--- config.mk ---
export PLATFORM = sky130hd
export DESIGN_NAME = uart_receiver_flat
export DESIGN_NICKNAME = d
export VERILOG_FILES = /design/src/rtl/uart_pkg.sv /design/src/rtl/uart_receiver_if.sv /design/src/rtl/uart_sync_bit.sv /design/src/rtl/uart_receiver.sv /design/src/flat_wrapper.sv
export SDC_FILE = /design/constraint.sdc
export NUM_CORES = 1
export LEC_CHECK = 0
export ABC_CLOCK_PERIOD_IN_PS = 3930
export CORE_MARGIN = 2
export CORE_UTILIZATION = 65
export DETAILED_ROUTE_END_ITERATION = 6
export DONT_BUFFER_PORTS = 1
export HOLD_SLACK_MARGIN = 0.12
export PLACE_DENSITY = 0.81
export REMOVE_ABC_BUFFERS = 1
export SLEW_MARGIN = 40
export SYNTH_ARGS = -nofsm -noshare
export SYNTH_HDL_FRONTEND = slang
export SYNTH_SLANG_ARGS = --single-unit
--- constraint.sdc ---
create_clock -name clk_100m -period 3.93 [get_ports clk_100m]
set_clock_uncertainty 0.2 [all_clocks]
set_input_delay 0.5895 -clock clk_100m [delete_from_list [all_inputs] [get_ports clk_100m]]
set_output_delay 0.5895 -clock clk_100m [all_outputs]
set_load 0.03 [all_outputs]
--- src/rtl/uart_pkg.sv ---
// ============================================================================
// Module : uart_pkg
// Brief  : Shared UART constants and receiver state encodings.
// Rev    : 1.0  initial release
// ============================================================================
`default_nettype none

package uart_pkg;

  localparam int UART_DATA_BITS     = 8;
  localparam int OVERSAMPLE_DEFAULT = 16;

  localparam logic [2:0] RX_IDLE  = 3'd0;
  localparam logic [2:0] RX_START = 3'd1;
  localparam logic [2:0] RX_DATA  = 3'd2;
  localparam logic [2:0] RX_STOP  = 3'd3;
  localparam logic [2:0] RX_BREAK = 3'd4;

endpackage

`default_nettype wire

--- src/rtl/uart_receiver_if.sv ---
// ============================================================================
// Module : uart_receiver_if
// Brief  : Serial input, oversample tick and byte handshake of the UART receiver.
// Rev    : 1.0  initial release
// ============================================================================
`default_nettype none

interface uart_receiver_if;
  import uart_pkg::*;

  logic                      rx;
  logic                      clken;
  logic                      rdy_clr;
  logic [UART_DATA_BITS-1:0] data_out;
  logic                      rdy;
  logic                      frame_err;
  logic                      overrun;
  logic                      rx_busy;

  modport master (
    output rx, clken, rdy_clr,
    input  data_out, rdy, frame_err, overrun, rx_busy
  );

  modport slave (
    input  rx, clken, rdy_clr,
    output data_out, rdy, frame_err, overrun, rx_busy
  );

endinterface

`default_nettype wire

--- src/rtl/uart_sync_bit.sv ---
// ============================================================================
// Module : uart_sync_bit
// Brief  : Multi-flop synchroniser for an asynchronous bit; resets to 1.
// Rev    : 1.0  initial release
// ============================================================================
`default_nettype none

module uart_sync_bit #(
  parameter int STAGES = 2
) (
  input  wire logic clk,
  input  wire logic rst,
  input  wire logic i_d,
  output logic      o_q
);

  logic [STAGES-1:0] r_chain;

  always_ff @(posedge clk) begin
    if (rst) begin
      r_chain <= '1;
    end else begin
      r_chain <= {r_chain[STAGES-2:0], i_d};
    end
  end

  assign o_q = r_chain[STAGES-1];

endmodule

`default_nettype wire

--- src/rtl/uart_receiver.sv ---
// ============================================================================
// Module : uart_receiver
// Brief  : 8N1 UART receiver, oversampled by a clock-enable tick, with
//          ready/clear handshake and framing/overrun flags.
// Rev    : 1.0  initial release
// ============================================================================
`default_nettype none

module uart_receiver
  import uart_pkg::*;
#(
  parameter int OVERSAMPLE  = OVERSAMPLE_DEFAULT,
  parameter int SYNC_STAGES = 2
) (
  input  wire logic      clk_100m,
  input  wire logic      rst,
  uart_receiver_if.slave bus
);

  localparam int                  c_CNT_W   = $clog2(OVERSAMPLE);
  localparam logic [c_CNT_W-1:0]  c_CNT_MAX = c_CNT_W'(OVERSAMPLE - 1);
  localparam logic [c_CNT_W-1:0]  c_CNT_MID = c_CNT_W'(OVERSAMPLE / 2 - 1);
  localparam logic [c_CNT_W-1:0]  c_CNT_ONE = c_CNT_W'(1);
  localparam logic [2:0]          c_LAST_BIT = 3'(UART_DATA_BITS - 1);

  logic                      w_rx_s;
  logic [2:0]                r_state;
  logic [c_CNT_W-1:0]        r_cnt;
  logic [2:0]                r_bitpos;
  logic [UART_DATA_BITS-1:0] r_shreg;
  logic [UART_DATA_BITS-1:0] r_data_out;
  logic                      r_rdy;
  logic                      r_frame_err;
  logic                      r_overrun;

  uart_sync_bit #(
    .STAGES (SYNC_STAGES)
  ) u_rx_sync (
    .clk (clk_100m),
    .rst (rst),
    .i_d (bus.rx),
    .o_q (w_rx_s)
  );

  always_ff @(posedge clk_100m) begin
    if (rst) begin
      r_state     <= RX_IDLE;
      r_cnt       <= '0;
      r_bitpos    <= '0;
      r_shreg     <= '0;
      r_data_out  <= '0;
      r_rdy       <= 1'b0;
      r_frame_err <= 1'b0;
      r_overrun   <= 1'b0;
    end else begin
      // Acknowledge first so that a byte completing this cycle overrides it.
      if (bus.rdy_clr) begin
        r_rdy     <= 1'b0;
        r_overrun <= 1'b0;
      end

      if (bus.clken) begin
        case (r_state)
          RX_IDLE: begin
            if (!w_rx_s) begin
              r_state <= RX_START;
              r_cnt   <= c_CNT_ONE;
            end
          end

          RX_START: begin
            if (r_cnt == c_CNT_MID) begin
              if (!w_rx_s) begin
                r_state  <= RX_DATA;
                r_cnt    <= '0;
                r_bitpos <= '0;
              end else begin
                r_state <= RX_IDLE;
              end
            end else begin
              r_cnt <= r_cnt + c_CNT_ONE;
            end
          end

          RX_DATA: begin
            r_cnt <= r_cnt + c_CNT_ONE;
            if (r_cnt == c_CNT_MAX) begin
              r_shreg[r_bitpos] <= w_rx_s;
              if (r_bitpos == c_LAST_BIT) begin
                r_state <= RX_STOP;
              end else begin
                r_bitpos <= r_bitpos + 3'd1;
              end
            end
          end

          RX_STOP: begin
            r_cnt <= r_cnt + c_CNT_ONE;
            if (r_cnt == c_CNT_MAX) begin
              if (w_rx_s) begin
                r_data_out  <= r_shreg;
                r_rdy       <= 1'b1;
                r_frame_err <= 1'b0;
                r_overrun   <= r_rdy & ~bus.rdy_clr;
                r_state     <= RX_IDLE;
              end else begin
                r_frame_err <= 1'b1;
                r_state     <= RX_BREAK;
              end
            end
          end

          // Wait for the line to return high so a held-low line cannot retrigger.
          RX_BREAK: begin
            if (w_rx_s) begin
              r_state <= RX_IDLE;
            end
          end

          default: begin
            r_state <= RX_IDLE;
          end
        endcase
      end
    end
  end

  assign bus.data_out  = r_data_out;
  assign bus.rdy       = r_rdy;
  assign bus.frame_err = r_frame_err;
  assign bus.overrun   = r_overrun;
  assign bus.rx_busy   = (r_state != RX_IDLE);

endmodule

`default_nettype wire

--- src/flat_wrapper.sv ---
// flat-port wrapper written by rule: the top's interface ports become plain ports
module uart_receiver_flat import uart_pkg::*;
#(
  parameter int OVERSAMPLE  = OVERSAMPLE_DEFAULT,
  parameter int SYNC_STAGES = 2
)
  (clk_100m, rst, bus_rx, bus_clken, bus_rdy_clr, bus_data_out, bus_rdy, bus_frame_err, bus_overrun, bus_rx_busy);
  uart_receiver_if bus_i ();
  input  wire logic clk_100m;
  input  wire logic rst;
  input wire logic [$bits(bus_i.rx)-1:0] bus_rx;
  input wire logic [$bits(bus_i.clken)-1:0] bus_clken;
  input wire logic [$bits(bus_i.rdy_clr)-1:0] bus_rdy_clr;
  output wire logic [$bits(bus_i.data_out)-1:0] bus_data_out;
  output wire logic [$bits(bus_i.rdy)-1:0] bus_rdy;
  output wire logic [$bits(bus_i.frame_err)-1:0] bus_frame_err;
  output wire logic [$bits(bus_i.overrun)-1:0] bus_overrun;
  output wire logic [$bits(bus_i.rx_busy)-1:0] bus_rx_busy;
  assign bus_i.rx = bus_rx;
  assign bus_i.clken = bus_clken;
  assign bus_i.rdy_clr = bus_rdy_clr;
  assign bus_data_out = bus_i.data_out;
  assign bus_rdy = bus_i.rdy;
  assign bus_frame_err = bus_i.frame_err;
  assign bus_overrun = bus_i.overrun;
  assign bus_rx_busy = bus_i.rx_busy;
  uart_receiver #(.OVERSAMPLE(OVERSAMPLE), .SYNC_STAGES(SYNC_STAGES)) u_core (.clk_100m(clk_100m), .rst(rst), .bus(bus_i));
endmodule
==> results.yml, run 1 <==
clock_network:
  postCtsHoldBufs: 3
  clock_path_buffers: 2
  cts_resized: 0
  clock_latency_ns: 0.34
  cts-root-buf: "clkbuf_4"
  cts_tree: "done"
  post_cts_buffers: 0
  cts.clk_slew.worst_paths_ns: 0.10
  cts_buffers: 5
  cts.sinks: 31
  htree_levels: 2
logic_synthesis:
  synth_cells: 162
  synth.top_cell.area_share_pct: 39.6
  synth_top_family_by_area: "simple AND/OR/NAND/NOR gates"
  yosysMostFrequentCell: "dfxtp_1"
  synth_xor_xnor_area_share_pct: 0.559
  synth_compound_area_share_pct: 13.6
  syn_avg_cell_area_sq_um: 9.67
  ys_seq_elements: 31
  synth_ff_type: "dfxtp_1"
  ys_top_cells_by_area: "dfxtp_1, mux2i_1, nor2_1"
  seq_area_frac_synth_pct: 39.6
  synth_top_cell_by_area: "dfxtp_1"
  synth-simple-area-share_pct: 27.0
  async_flop_share_pct: 0
  synth_warnings: 0
  synth_fa_ha_area_share_pct: 2.40
  muxShareOfSynthArea_pct: 11.5
  synth_edf_count: 0
  synth_common_cells: "dfxtp_1, nor2_1, mux2i_1"
  synthDistinctLibCells: 47
  synth_area_sq_mm: 0.00157
sta:
  setup_tns_ns: 0
  layout_min_cycle_time_ns: 2.53
  final-hold-violation-count: 0
  fin_ws_ns: 1.40
  max_freq_mhz: 395
  maxSlewViolCount: 0
  worstMarginPinSlew_ns: 0.814
  slew_headroom_pct: 45.6
  setup_viol: 0
  rsz0062_at_grt: "false"
  min_period_over_period_pct: 64.4
  hold_slack_ns: 0.127
setup_path:
  cpPeakStageDelay_ns: 0.61
  crit_arrival_ns: 2.53
  cpMaxStageDelayCell: "nand4_1"
  required_ns: 3.93
  criticalPathCategory: "reg -> reg"
  start_kind: "register"
  cp_num_buf_inv: 0
  crit_family: "simple AND/OR/NAND/NOR gates"
  crit_path_cell_trace: "ha_1 -> and4_1 -> nand4_1 -> mux2i_1 -> nor2_1"
  crit_fanout: 10
  r2r_slack_ns: 1.40
  end_kind: "register"
floorplanning:
  core_area_sq_mm: 0.00225
  die_area_sq_mm: 0.00282
  fp.dieH_microns: 53.1
  die_x_microns: 53.1
  ios: 17
  start_util_pct: 69.5
  rows: 17
global_route:
  grt_max_degree: 23
  grt_pass1_vias: 1133
  grt_overflow_total: 0
  grt_usage_pct: 25.9
  grt_first_pass_wirelength_microns: 5090
  grt_antenna_before_repair: 0
pwr:
  peakVddDrop_mv: 0.312
  power.density_mw_per_mm2: 373
  p_leak_nw: 0.772
layout:
  utilization_pct: 73.4
  drive_gt1_share_pct: 12.9
  fin_area_sq_mm: 0.00166
  diodes: 0
  area_growth_pct: 5.67
  final_nets: 170
hold_path:
  hold_class: "in -> reg"
placed_design:
  postPlaceCellArea_sq_mm: 0.00153
  post-place-ws_ns: 1.46
  gp_congestion: 0.834
  dp_hpwl_microns: 1920
  port_buffers: 0
drt:
  drc: 0
  drt_iter0_drc: 41
  vias_per_cell: 6.39
  wl_per_cell_microns: 17.0
  first_pass_iters: 4
  dr_total_vias: 1220
  routed_wl_microns: 3240
  ant_nets: 0
flow_run:
  cap_violations: 0
run_status:
  status: "completed"
## report_power, final
group	internal, mW	switching (mW)	total, mW
combinational	0.0127	0.0168	0.0295
sequential	0.316	0.00653	0.323
clock	0.150	0.115	0.265
total	0.479	0.138	0.618
## kinds of logic (layout without fill, tap and decap cells)
| family | count (synthesis) | after routing |
|---|---|---|
| flops | 31 | 31 |
| simple gates | 67 | 67 |
| mux | 18 | 18 |
| buf+inv | 14 | 15 |
| compound gates | 28 | 28 |
| fa+ha+maj | 3 | 3 |
| xor+xnor | 1 | 1 |
## sequential cells by signal, summed over array words and instances (netlist names)
register,count
u_core.r_bitpos,3
u_core.bus.overrun,1
u_core.u_rx_sync.r_chain,2
u_core.r_shreg,8
u_core.r_state,3
u_core.bus.data_out,8
u_core.bus.frame_err,1
u_core.r_cnt,4
u_core.bus.rdy,1
## placed cells by master, fill, tap and decap left out, types with 2 or more instances in the layout
cell           count
mux2i_1           18
nand2b_1           4
nor3b_4            2
a21o_1             2
nor2b_1            3
and2_1             2
a21oi_1            7
or2_2              2
ha_1               3
nor3_1             3
inv_1              3
clkbuf_4           5
dfxtp_1           31
nand4_1            8
dlygate4sd3_1      4
o21ai_0            3
nor2_1            21
nand3_1           10
o21ai_1            2
nor3b_1            2
## through the flow
step	std cells	total power, mW
finish	191	0.618
global route	191	0.634
CTS	190	0.617
detailed placement	179	0.352
global placement	179	0.352
floorplan	151	0.348
## worst reg2reg max path: stages (launching register included)
cell and delay [ns]:
dfxtp_1 0.39, ha_1 0.33, and4_1 0.44, nand4_1 0.61, mux2i_1 0.35, nor2_1 0.07
## layout make-up
class | instances | area (sq um)
clock buffer | 6 | 51.3
inverter | 3 | 11.3
timing repair buffer | 4 | 40.0
tap | 28 | 35.0
clock inverter | 2 | 35.0
multi-input combinational | 117 | 862
sequential | 31 | 621
fill | 177 | 599
## per-layer routing
layer  track usage [%]  vias to the layer above  part of all wire [%]
met1              30.9                      567                    43
met2              40.2                       46                    48
li1                  -                      595                     -
met4              16.2                        0                   2.5
met3              7.91                       12                   6.2
met5                 0                        -                     0
## worst paths after layout
path,depth (start not counted),startpoint,end
max reg2reg,5,u_core.r_cnt[0],u_core.bus.data_out[2]
min reg2reg,1,u_core.u_rx_sync.r_chain[0],u_core.u_rx_sync.r_chain[1]
max,5,u_core.r_cnt[0],u_core.bus.data_out[2]
min,1,rst,u_core.r_state[0]
Note: power is estimated with default switching activity, not from simulation.
==> inputs of run 2 (changes only) <==
- ABC_CLOCK_PERIOD_IN_PS: 3930 -> 2500
- CORE_UTILIZATION: 65 -> 61
- PLACE_DENSITY: 0.81 -> 0.77
- clock period: 3.93 -> 2.5 ns (I/O delays scaled with it)
==> results.yml, run 2 (synthesis results as in run 1) <==
sta:
  setup_viol: 0
  hold_slack_ns: 0.150
  rsz0062_at_grt: "false"
  min_period_over_period_pct: 82.2
  final-hold-violation-count: 0
  worstMarginPinSlew_ns: 0.603
  max_freq_mhz: 487
  maxSlewViolCount: 0
  layout_min_cycle_time_ns: 2.05
  setup_tns_ns: 0
  slew_headroom_pct: 59.7
placed_design:
  port_buffers: 0
  dp_hpwl_microns: 1880
  gp_congestion: 0.799
floorplanning:
  fp.dieH_microns: 54.7
  die_area_sq_mm: 0.00299
  core_area_sq_mm: 0.00245
  ios: 17
  die_x_microns: 54.7
  start_util_pct: 63.8
  rows: 18
setup_path:
  criticalPathCategory: "reg -> reg"
  cpPeakStageDelay_ns: 0.44
  start_kind: "register"
  cpMaxStageDelayCell: "and4_1"
  cp_num_buf_inv: 1
  end_kind: "register"
  crit_arrival_ns: 2.04
  crit_fanout: 10
  required_ns: 2.49
  crit_path_cell_trace: "ha_1 -> and4_1 -> nand4_1 -> buf_4 -> mux2i_1 -> nor2_1"
  crit_family: "simple AND/OR/NAND/NOR gates"
layout:
  final_common_cell: "dfxtp_1"
  area_growth_pct: 5.35
  diodes: 0
  nFillCells: 208
  final_nets: 170
  drive_gt1_share_pct: 14.1
  final_cell_mix: "dfxtp_1, nor2_1, mux2i_1"
pwr:
  swShare_pct: 21.1
  p_int_mw: 0.752
  peakVddDrop_mv: 0.503
  p_leak_nw: 0.772
  combPwrFrac_pct: 4.9
  p_clk_share_pct: 41.9
  switching_power_mw: 0.201
  power.density_mw_per_mm2: 578
  p_seq_share_pct: 53.2
run_status:
  status: "completed"
drt:
  met3WireLength_microns: 113
  vias_per_cell: 6.11
  dr_total_vias: 1179
  ant_nets: 0
  first_pass_iters: 4
  wl_met2_microns: 1320
  wl_met1_microns: 1290
  wl_per_cell_microns: 14.3
  highest_layer: "met4"
  drt_iter0_drc: 22
  drc: 0
  routed_wl_microns: 2760
clock_network:
  post_cts_buffers: 0
  cts_tree: "done"
  cts.sinks: 31
  clock_latency_ns: 0.32
  clock_path_buffers: 2
  cts.clk_slew.worst_paths_ns: 0.09
  postCtsHoldBufs: 3
  cts_buffers: 5
  htree_levels: 2
  cts_resized: 0
  cts-root-buf: "clkbuf_4"
global_route:
  grt_pass1_vias: 1023
  grt_first_pass_wirelength_microns: 4400
  grt_max_degree: 36
  grt_overflow_total: 0
  grt_antenna_before_repair: 0
  grt_usage_pct: 20.7
flow_run:
  cap_violations: 0
hold_path:
  hold_class: "in -> reg"
==> run 2: worst reg2reg max path: stages, from the launching register on <==
cell and delay, ns:
dfxtp_1 0.38, ha_1 0.32, and4_1 0.44, nand4_1 0.13, buf_4 0.23, mux2i_1 0.17, nor2_1 0.05
==> run 2: final cells by class <==
cell class / instances / area [sq um] / area share [%]
inverters: 3 / 11.3 / 0.682
well taps: 30 / 37.5 / 2.27
clock inverters: 2 / 35.0 / 2.12
flip-flops and latches: 31 / 621 / 37.6
repair buffers: 4 / 32.5 / 1.97
clock buffers: 6 / 51.3 / 3.11
multi-input cells: 117 / 862 / 52.2
==> run 2: power by group through the flow <==
stage               Clock (mW)  Combinational [mW]  Sequential [mW]
floorplan                    0              0.0306            0.516
global placement             0              0.0341            0.519
detailed placement           0              0.0348            0.519
CTS                      0.405              0.0467            0.507
global route             0.430              0.0515            0.509
finish                   0.400              0.0465            0.507
==> run 2: per-stage QoR <==
step | util [%] | cells | area [sq um] | setup slack [ns] | power [mW]
2_1_floorplan | - | 151 | 1490 | 0.379 | 0.547
3_3_place_gp | 62.7 | 182 | 1540 | 0.558 | 0.553
3_5_place_dp | 62.7 | 182 | 1540 | 0.492 | 0.554
4_1_cts | 67.4 | 193 | 1660 | 0.411 | 0.959
5_1_grt | 67.2 | 193 | 1650 | 0.303 | 0.990
6_report | 67.2 | 193 | 1650 | 0.446 | 0.953
==> run 2: final timing paths <==
check / cells past startpoint / end / slack [ns] / from
max: 6 / u_core.bus.data_out[3] / 0.45 / u_core.r_cnt[0]
min: 3 / u_core.r_state[1] / 0.15 / bus_clken
max reg2reg: 6 / u_core.bus.data_out[3] / 0.45 / u_core.r_cnt[0]
min reg2reg: 1 / u_core.u_rx_sync.r_chain[1] / 0.22 / u_core.u_rx_sync.r_chain[0]
==> run 2: per-layer routing <==
metal | vias up | GRT usage [%]
met5 | - | 0
met4 | 0 | 8.75
met3 | 6 | 6.01
met2 | 33 | 33.1
met1 | 551 | 25.6
li1 | 589 | -
==> inputs of run 3 (changes only) <==
- ABC_AREA: default -> 1
- ABC_CLOCK_PERIOD_IN_PS: 2500 -> 2100
- clock period: 2.5 -> 2.1 ns (I/O delays scaled with it)
==> results.yml, run 3 <==
clock_network:
  cts_buffers: 5
  postCtsHoldBufs: 4
  cts_resized: 0
  clock_path_buffers: 2
  post_cts_buffers: 0
  htree_levels: 2
  cts.sinks: 31
  cts-root-buf: "clkbuf_4"
  cts_tree: "done"
  clock_latency_ns: 0.32
  cts.clk_slew.worst_paths_ns: 0.10
logic_synthesis:
  ys_top_cells_by_area: "dfxtp_1, nand2_1, nor2_1"
  synth_warnings: 0
  synth.top_cell.area_share_pct: 40.6
  synth_top_cell_by_area: "dfxtp_1"
  synth_cells: 219
  syn_avg_cell_area_sq_um: 6.99
  synth_area_sq_mm: 0.00153
  ys_seq_elements: 31
  synth_ff_type: "dfxtp_1"
  async_flop_share_pct: 0
  synth_common_cells: "nand2_1, dfxtp_1, nor2_1"
  synthDistinctLibCells: 24
  yosysMostFrequentCell: "nand2_1"
  synth_edf_count: 0
  seq_area_frac_synth_pct: 40.6
layout:
  multi_input_area_sq_um: 807
  final_cell_mix: "nand2_1, nor2_1, dfxtp_1"
  diodes: 0
  drive_gt1_share_pct: 12.4
  stdcell_count: 255
  final_nets: 233
  fin_area_sq_mm: 0.00164
  nFillCells: 222
  area_growth_pct: 7.03
  utilization_pct: 67.3
  seq_area_sq_um: 621
  final_common_cell: "nand2_1"
global_route:
  busiest_layer: "met2"
  grt_max_degree: 18
  grt_antenna_before_repair: 0
  grt_overflow_total: 0
  grt_pass1_vias: 1150
  grt_use_met2_pct: 36.2
  grt_use_met3_pct: 9.17
  grt_usage_pct: 23.6
  gr-usage-met1_pct: 30.6
  grt_first_pass_wirelength_microns: 5000
placed_design:
  place_inst: 244
  port_buffers: 0
  dp_hpwl_microns: 2110
  postPlaceCellArea_sq_mm: 0.00154
  gp_congestion: 0.848
  post-place-ws_ns: 0.283
sta:
  fin_ws_ns: 0.224
  slew_headroom_pct: 61.4
  max_freq_mhz: 533
  maxSlewViolCount: 0
  min_period_over_period_pct: 89.3
  layout_min_cycle_time_ns: 1.88
  setup_tns_ns: 0
  setup_viol: 0
  rsz0062_at_grt: "false"
  worstMarginPinSlew_ns: 0.577
  final-hold-violation-count: 0
  hold_slack_ns: 0.135
drt:
  drt_iter0_drc: 32
  routed_wl_microns: 2950
  wl_per_cell_microns: 11.6
  vias_per_cell: 5.39
  first_pass_iters: 4
  drc: 0
  dr_total_vias: 1374
  ant_nets: 0
pwr:
  combPwrFrac_pct: 39.9
  peakVddDrop_mv: 1.02
  p_clk_share_pct: 18.7
  switching_power_mw: 0.816
  p_int_mw: 1.06
  power.density_mw_per_mm2: 1140
  p_leak_nw: 0.712
  swShare_pct: 43.6
  p_seq_share_pct: 41.5
  fin_total_pwr_mw: 1.87
hold_path:
  min_from: "bus_clken"
  hold_class: "in -> reg"
setup_path:
  crit_arrival_ns: 1.93
  crit_fanout: 11
  required_ns: 2.15
  start_kind: "register"
  startpoint: "u_core.r_cnt[0]"
  criticalPathCategory: "reg -> reg"
  r2r_start: "u_core.r_cnt[0]"
  end_kind: "register"
floorplanning:
  rows: 18
  die_area_sq_mm: 0.00293
  ios: 17
  fp.dieH_microns: 54.1
  core_area_sq_mm: 0.00243
  start_util_pct: 62.9
  die_x_microns: 54.1
run_status:
  status: "completed"
flow_run:
  cap_violations: 0
run 3: changes by cell type after synthesis, sizes merged, moves of 4 or more:
cell,change
nor3b,-5
nand3,+10
nor2,+17
nand2,+63
nand2b,-4
mux2i,-18
a21oi,+14
inv,+12
run 3: routing by layer:
layer	up-vias	routed length, microns
li1	721	-
met1	612	1460
met2	35	1310
met3	6	148
met4	0	28
met5	-	0
run 3: cell families after synthesis:
family	count (synthesis)	synth area share (%)
compound gates	29	9.73
fa+ha+maj	3	2.45
buf+inv	23	6.70
flops	31	40.6
simple gates	133	40.6
run 3: worst paths after layout:
path	endpoint	slack, ns	cells after the start
hold / removal	u_core.r_cnt[3]	0.13	4
setup reg to reg	u_core.bus.data_out[5]	0.22	9
setup / recovery	u_core.bus.data_out[5]	0.22	9
hold reg to reg	u_core.u_rx_sync.r_chain[1]	0.22	1
run 3: layout make-up:
class                   count  area share [%]
clock buffers               6            3.13
clock inverters             1           0.306
inverters                  16            3.74
multi-input cells         165            49.3
flip-flops and latches     31            37.9
well taps                  30            2.29
repair buffers              6            3.36
run 3: worst max-delay path: stages (launching register included):
cell and delay, ns:
dfxtp_1 0.40, ha_1 0.23, nand3_1 0.14, inv_2 0.10
nand2_4 0.08, nor2_2 0.12, nand2_2 0.16, clkinv_2 0.16
nand2_1 0.07, a21oi_1 0.15
run 3: power groups by stage:
stage	Clock (mW)	Sequential, mW	Combinational [mW]
floorplan	0	0.778	0.593
global placement	0	0.784	0.707
detailed placement	0	0.790	0.725
CTS	0.359	0.775	0.746
global route	0.385	0.796	0.864
finish	0.349	0.777	0.747
